### src/rtl/clb_cfg_loader.sv
// Serial configuration loader: hunts a preamble, reads a 16-bit frame count, then
// deserialises parity-protected 37-bit frames and issues one addressed write per CLB.
module clb_cfg_loader #(
    parameter int unsigned NUM_CLB  = 64,
    parameter int unsigned ADDR_W   = 6,
    parameter logic [7:0]  PREAMBLE = 8'hF2
) (
    input  logic              i_clk,
    input  logic              i_rst,
    input  logic              i_din,
    input  logic              i_din_valid,
    output logic [ADDR_W-1:0] o_cfg_addr,
    output logic [36:0]       o_cfg_data,
    output logic              o_cfg_we,
    output logic              o_busy,
    output logic              o_done,
    output logic              o_err
);

    typedef enum logic [2:0] {
        StHunt, StLen, StStart, StData, StPar, StWrite, StDone, StError
    } state_t;

    state_t            r_state;
    logic [7:0]        r_shift;
    logic [15:0]       r_count;
    logic [5:0]        r_bitcnt;
    logic [36:0]       r_frame;
    logic [ADDR_W-1:0] r_idx;

    logic [7:0]  w_hunt_next;
    logic [15:0] w_cnt_next;
    logic        w_par_ok;
    logic        w_last;

    assign w_hunt_next = {r_shift[6:0], i_din};
    assign w_cnt_next  = {r_count[14:0], i_din};
    assign w_par_ok    = ~(^r_frame ^ i_din);
    assign w_last      = (17'(r_idx) + 17'd1) == {1'b0, r_count};

    always_ff @(posedge i_clk) begin
        if (i_rst) begin
            r_state    <= StHunt;
            r_shift    <= 8'd0;
            r_count    <= 16'd0;
            r_bitcnt   <= 6'd0;
            r_frame    <= 37'd0;
            r_idx      <= '0;
            o_cfg_addr <= '0;
            o_cfg_data <= 37'd0;
            o_cfg_we   <= 1'b0;
            o_busy     <= 1'b0;
            o_done     <= 1'b0;
            o_err      <= 1'b0;
        end else begin
            o_cfg_we <= 1'b0;
            case (r_state)
                StHunt: begin
                    if (i_din_valid) begin
                        r_shift <= w_hunt_next;
                        if (w_hunt_next == PREAMBLE) begin
                            r_state  <= StLen;
                            r_bitcnt <= 6'd0;
                            o_busy   <= 1'b1;
                        end
                    end
                end
                StLen: begin
                    if (i_din_valid) begin
                        r_count  <= w_cnt_next;
                        r_bitcnt <= r_bitcnt + 6'd1;
                        if (r_bitcnt == 6'd15) begin
                            r_bitcnt <= 6'd0;
                            if (w_cnt_next == 16'd0) begin
                                r_state <= StDone;
                                o_done  <= 1'b1;
                                o_busy  <= 1'b0;
                            end else if (w_cnt_next > 16'(NUM_CLB)) begin
                                r_state <= StError;
                                o_err   <= 1'b1;
                                o_busy  <= 1'b0;
                            end else begin
                                r_state <= StStart;
                                r_idx   <= '0;
                            end
                        end
                    end
                end
                StStart: begin
                    if (i_din_valid && !i_din) begin
                        r_state  <= StData;
                        r_bitcnt <= 6'd0;
                    end
                end
                StData: begin
                    if (i_din_valid) begin
                        r_frame <= {r_frame[35:0], i_din};
                        if (r_bitcnt == 6'd36) begin
                            r_state  <= StPar;
                            r_bitcnt <= 6'd0;
                        end else begin
                            r_bitcnt <= r_bitcnt + 6'd1;
                        end
                    end
                end
                StPar: begin
                    if (i_din_valid) begin
                        if (w_par_ok) begin
                            r_state <= StWrite;
                        end else begin
                            r_state <= StError;
                            o_err   <= 1'b1;
                            o_busy  <= 1'b0;
                        end
                    end
                end
                StWrite: begin
                    // Write fires regardless of din_valid; a bit arriving now is a START bit.
                    o_cfg_we   <= 1'b1;
                    o_cfg_data <= r_frame;
                    o_cfg_addr <= r_idx;
                    r_idx      <= r_idx + 1'b1;
                    if (w_last) begin
                        r_state <= StDone;
                        o_done  <= 1'b1;
                        o_busy  <= 1'b0;
                    end else if (i_din_valid && !i_din) begin
                        r_state  <= StData;
                        r_bitcnt <= 6'd0;
                    end else begin
                        r_state <= StStart;
                    end
                end
                default: ;
            endcase
        end
    end

endmodule

### config.mk
export PLATFORM = sky130hd
export DESIGN_NAME = clb_cfg_loader
export DESIGN_NICKNAME = d
export VERILOG_FILES = /design/src/rtl/clb_cfg_loader.sv
export SDC_FILE = /design/constraint.sdc
export NUM_CORES = 1
export LEC_CHECK = 0
export CAP_MARGIN = 20
export CORE_MARGIN = 5
export CORE_UTILIZATION = 25
export CTS_BUF_LIST = sky130_fd_sc_hd__clkbuf_2
export DETAILED_ROUTE_END_ITERATION = 7
export HOLD_SLACK_MARGIN = 0.08
export SLEW_MARGIN = 0
export SYNTH_ARGS = -nofsm -noshare
export SYNTH_HDL_FRONTEND = slang
export SYNTH_SLANG_ARGS = --single-unit
### constraint.sdc
create_clock -name i_clk -period 5.9 [get_ports i_clk]
set_input_delay 1.18 -clock i_clk [delete_from_list [all_inputs] [get_ports i_clk]]
set_output_delay 1.18 -clock i_clk [all_outputs]
set_load 0.1 [all_outputs]
==> flow_summary.toml, run 1 <==
[floorplan]
die-area_um2 = 24200
io-pin-count = 51
die_x_um = 156
start_util_pct = 25.3
core_um2 = 21000
die_y_um = 156
num_rows = 53

[synthesis]
netlist_top_cells_count = "nand2_1, dfxtp_1, a21oi_1"
synth_top_area_cell = "dfxtp_1"
syn_area_per_cell_um2 = 7.84
yosysMostFrequentCell = "nand2_1"
synth_top_cell_area_share_pct = 46.1
ys_top_cells_by_area = "dfxtp_1, nand2_1, a21oi_1"
yosysUniqueCellTypes = 54
synth_seq_cells = 122
synth_edf_count = 0
synth_nets = 683
syn_inst = 676
synth_top_flop_cell = "dfxtp_1"
async_reset_ff_share_pct = 0
seq_area_frac_synth_pct = 46.1
ys_warn_count = 0
netlist_area_um2 = 5300

[clock_tree]
clkSinkCount = 122
clockBufferDepth = 2
cts_tree = "yes"
post_cts_resized = 0
cts_setup_buffers = 0
clk_latency_ns = 0.70
htree_levels = 4
path_clk_slew_ns = 0.19
hold_buffers = 0
numCtsBuffers = 17
clockRootBuffer = "clkbuf_2"

[global_route]
grt_usage_pct = 10.6
grt_pass1_vias = 4130
grt_start_max_net_pins = 90
grt_remaining_overflow = 0
grt_first_pass_wirelength_mm = 21.0
antenna_found_initial = 0

[placement]
hpwl_mm = 8.43
placed_cells = 962
routabilityCongestion = 0.810
portBuffers = 50

[worst_setup_path]
critPathArrivalTime_ns = 2.25
crit_buf_inv = 1
crit_path_top_delay_cell = "clkdlybuf4s50_1"
critPathKind = "flip-flop to output pin"
critPathLaunch = "o_cfg_data[4]"
worstReg2RegStart = "r_state[0]"
cpPeakStageDelay_ns = 1.17
r2r_cells = 6
cp-start-kind = "flip-flop"
worst-r2r-setup-slack_ns = 2.80
r2r-end = "r_bitcnt[2]"
cp_cell_sequence = "clkdlybuf4s50_1"
path_max_fanout = 2
cp-end-kind = "output pin"
critPathTopFamily = "buffers and inverters"
required_ns = 4.72

[sta]
tightestPinTransition_ns = 1.04
period_share_pct = 58.1
finalCriticalPeriod_ns = 3.43
whs_ns = 0.463
rsz0062_at_grt = "no"
fmax_mhz = 292
finalHoldViolCount = 0
slew_headroom_pct = 30.4
finalSetupViolCount = 0
clock_skew_ns = 0.0211
slew_viol_final = 0
fin_setup_tns_ns = 0

[detailed_routing]
num_vias = 4537
dr.pass1.iters = 5
drc_errors = 0
drt-total-wl_mm = 12.8
drt-initial-drc-count = 247
viasPerCell = 4.56
detail-route-antenna-nets = 0
wire_per_inst_um = 12.9

[worst_hold_path]
hp-start = "o_done"
worstHoldEndpoint = "o_done"
holdPathStages = 2
hp-class = "flip-flop to flip-flop"

[layout]
layout-drive-gt1-share_pct = 6.40
diodes = 0
finalNonFillerCells = 994
nets = 713
area_growth_pct = 17.5

[pwr]
p_per_area_nw_per_um2 = 219
p_leak_nw = 1.92
ir_drop_uv = 91.3
power_mw = 1.36

[outcome]
status = "finished clean"

[job]
drv_cap = 0
## final cells by class
type	count	area [um^2]
clock buffer	19	95.1
clock inverter	13	129
fill	2346	14700
inverter	8	30.0
multi-input combinational	504	2660
sequential	122	2440
tap	275	344
timing repair buffer	53	520
## placed cells by master, fill, tap and decap left out, types with 3 or more instances in the layout
cell type / synthesis / layout
nand4b_1: 5 / 5
buf_4: 1 / 4
clkinv_2: 0 / 4
clkinvlp_4: 0 / 6
nand2b_1: 3 / 3
xnor2_1: 37 / 37
nor2_1: 19 / 19
nand3b_1: 4 / 4
a21oi_1: 112 / 112
nand2_1: 221 / 220
a31oi_1: 6 / 6
inv_1: 8 / 8
nor3_1: 6 / 6
nor2b_1: 3 / 3
clkdlybuf4s50_1: 0 / 49
o21a_1: 6 / 6
a22oi_1: 3 / 3
nor4_1: 4 / 4
a211oi_1: 4 / 4
ha_1: 3 / 3
nand3_1: 9 / 9
or3_1: 3 / 3
dfxtp_1: 122 / 122
o21ai_0: 7 / 7
xor2_1: 9 / 9
clkbuf_2: 0 / 19
o31ai_1: 3 / 3
## stage by stage
stage | setup WS [ns] | utilization, % | area (um^2)
floorplan | 2.97 | - | 5300
global placement | 2.36 | 28.6 | 6000
detailed placement | 2.31 | 28.6 | 6000
CTS | 2.36 | 29.7 | 6220
global route | 2.31 | 29.7 | 6220
finish | 2.47 | 29.7 | 6220
## routing by layer
metal  share of wire, %  vias to the layer above  global-route usage (%)  wire [um]
met5                  0                        -                       0          0
met4                1.4                        0                    3.92        176
met3                3.6                       18                    3.22        458
met2                 47                       73                    16.5       6060
met1                 48                     2107                    14.0       6130
li1                   -                     2339                       -          -
## cells by family (layout without fill, tap and decap cells)
logic type	after synthesis	count (layout)	synth area share (%)
adders and majority gates	3	3	0.709
and+or+nand+nor	296	296	24.3
buffers and inverters	50	93	3.68
AOI/OAI and AO/OA	157	157	16.9
xor gates and xnor gates	48	48	8.36
DFF	122	122	46.1
## registers in the layout (all words and copies together) (netlist names)
name and flops:
r_state 3, o_cfg_data 37, r_count 16, r_shift 7, o_done 1, o_cfg_addr 6, r_idx 6, r_bitcnt 6
r_frame 37, o_cfg_we 1, o_err 1, o_busy 1
## worst max path at each step
stage / end / slack [ns] / cells past startpoint
floorplan: r_state[1] / 2.97 / 7
global placement: r_idx[2] / 2.36 / 7
detailed placement: r_idx[2] / 2.31 / 7
CTS: o_busy / 2.36 / 1
global route: o_busy / 2.31 / 1
finish: o_cfg_data[4] / 2.47 / 1
## where the power goes
| part | total (mW) | internal [mW] | switching, mW |
|---|---|---|---|
| combinational | 0.0273 | 0.00647 | 0.0208 |
| clock | 0.508 | 0.191 | 0.317 |
| sequential | 0.826 | 0.826 | 0.000550 |
| total | 1.36 | 1.02 | 0.338 |
(Power assumes the default switching activity.)
==> inputs of run 2 (changes only) <==
Clock period 5.9 ns to 3.38 ns, I/O delays scaled along.
==> run 2 against run 1 <==
  * Utilization decreased by 0.48 points
  * Sequential cell count unchanged
  * Register-to-register slack got worse by 2.0 ns
  * Worst hold slack improved by 0.0031 ns
  * Combinational power increased by 78%
  * Largest cell class unchanged
  * Critical endpoint is now r_state[0]
  * Clock power increased by 68%
==> flow_summary.toml, run 2 (synthesis gave the netlist of run 1 again) <==
[outcome]
status = "finished clean"

[clock_tree]
cts_tree = "yes"
cts_setup_buffers = 0
clkSinkCount = 122
clockBufferDepth = 2
htree_levels = 4
clk_latency_ns = 0.69
numCtsBuffers = 17
clockRootBuffer = "clkbuf_2"
post_cts_resized = 0
hold_buffers = 0
path_clk_slew_ns = 0.17

[worst_setup_path]
crit_buf_inv = 0
required_ns = 3.98
cp-end-kind = "flip-flop"
critPathArrivalTime_ns = 3.20
cp-start-kind = "flip-flop"
crit_path_top_delay_cell = "dfxtp_1"
critPathKind = "flip-flop to flip-flop"
cpPeakStageDelay_ns = 0.52
path_common_cell = "nand3_1"
critPathTopFamily = "simple AND/OR/NAND/NOR gates"
path_max_fanout = 7
cp_cell_sequence = "ha_1 > nand3_1 > or3_1 > nand3_1 > nand4b_1 > or3b_1 > a311oi_1"

[global_route]
antenna_found_initial = 0
grt_remaining_overflow = 0
grt_start_max_net_pins = 58
grt_usage_pct = 10.7
grt_pass1_vias = 4241
grt_first_pass_wirelength_mm = 21.1

[detailed_routing]
viasPerCell = 4.53
wire_per_inst_um = 12.9
dr.pass1.iters = 4
drt-initial-drc-count = 341
drc_errors = 0
detail-route-antenna-nets = 0
num_vias = 4522
drt-total-wl_mm = 12.9

[placement]
placed_cells = 967
routabilityCongestion = 0.838
post-place-ws_ns = 0.291
portBuffers = 50
hpwl_mm = 8.73

[floorplan]
io-pin-count = 51
num_rows = 53
core_um2 = 21000
die_y_um = 156
die_x_um = 156
die-area_um2 = 24200
start_util_pct = 25.3

[sta]
period_share_pct = 77.0
finalSetupViolCount = 0
finalCriticalPeriod_ns = 2.60
fin_setup_tns_ns = 0
fmax_mhz = 384
slew_headroom_pct = 50.2
finalHoldViolCount = 0
clock_skew_ns = 0.0293
slew_viol_final = 0
rsz0062_at_grt = "no"
setup_slack_ns = 0.777
tightestPinTransition_ns = 0.742

[pwr]
pwr-share-seq_pct = 61.5
sw_frac_of_total_pct = 24.2
p_leak_nw = 2.05
p_int_mw = 1.78
combPwrFrac_pct = 2.1
power_mw = 2.34
clock_power_share_pct = 36.4
p_per_area_nw_per_um2 = 383
ir_drop_uv = 172
switchingPower_mw = 0.566

[layout]
finalNonFillerCells = 998
area_growth_pct = 15.6
multi_input_area_um2 = 2660
layout-drive-gt1-share_pct = 13.0
reg_top3 = "o_cfg_data (37), r_frame (37), r_count (16)"
diodes = 0
layout_common_cells = "nand2_1, dfxtp_1, a21oi_1"
nets = 718
fillers = 2341
register_area_um2 = 2440
mostFrequentLayoutCell = "nand2_1"

[worst_hold_path]
hp-class = "flip-flop to flip-flop"

[job]
drv_cap = 0
==> run 2: power groups by stage <==
| stage | logic (mW) | registers [mW] | clock network, mW |
|---|---|---|---|
| after floorplan | 0.0353 | 1.47 | 0 |
| after global placement | 0.0494 | 1.47 | 0 |
| after detailed placement | 0.0492 | 1.47 | 0 |
| after CTS | 0.0492 | 1.44 | 0.897 |
| after global routing | 0.0534 | 1.44 | 0.959 |
| final | 0.0485 | 1.44 | 0.853 |
==> run 2: layer usage <==
metal	routed length (um)	part of all wire (%)	global-route usage [%]	up-vias
met5	0	0	0	-
met1	6340	49	13.9	2114
li1	-	-	-	2341
met2	6030	47	17.1	50
met3	335	2.6	2.94	17
met4	189	1.5	3.67	0
==> run 2: final cells by class <==
cell class,instances,area share [%]
Multi-Input combinational cell,504,43.5
Sequential cell,122,39.9
Timing Repair Buffer,58,7.19
Tap cell,275,5.62
Clock inverter,12,1.76
Clock buffer,19,1.55
Inverter,8,0.490
==> run 2: worst paths after layout <==
| check | start | to | slack (ns) | cells after the start |
|---|---|---|---|---|
| worst max register to register | r_idx[0] | r_state[0] | 0.78 | 7 |
| worst min register to register | o_cfg_data[21] | o_cfg_data[21] | 0.47 | 2 |
| worst min-delay path | o_cfg_data[21] | o_cfg_data[21] | 0.47 | 2 |
| worst max-delay path | r_idx[0] | r_state[0] | 0.78 | 7 |
==> run 2: tightest hold or removal path: cells and delay by family (launching register included) <==
family	cells	cell delay [ns]
and+or+nand+nor	1	0.05
DFF	1	0.34
AOI/OAI and AO/OA	1	0.05
==> run 2: per-stage QoR <==
step | hold WS [ns] | instance area [um^2] | util, %
detailed placement | 0.448 | 5920 | 28.3
finish | 0.466 | 6120 | 29.2
floorplan | 0.436 | 5300 | -
global placement | 0.445 | 5920 | 28.3
CTS | 0.400 | 6120 | 29.2
global route | 0.422 | 6120 | 29.2
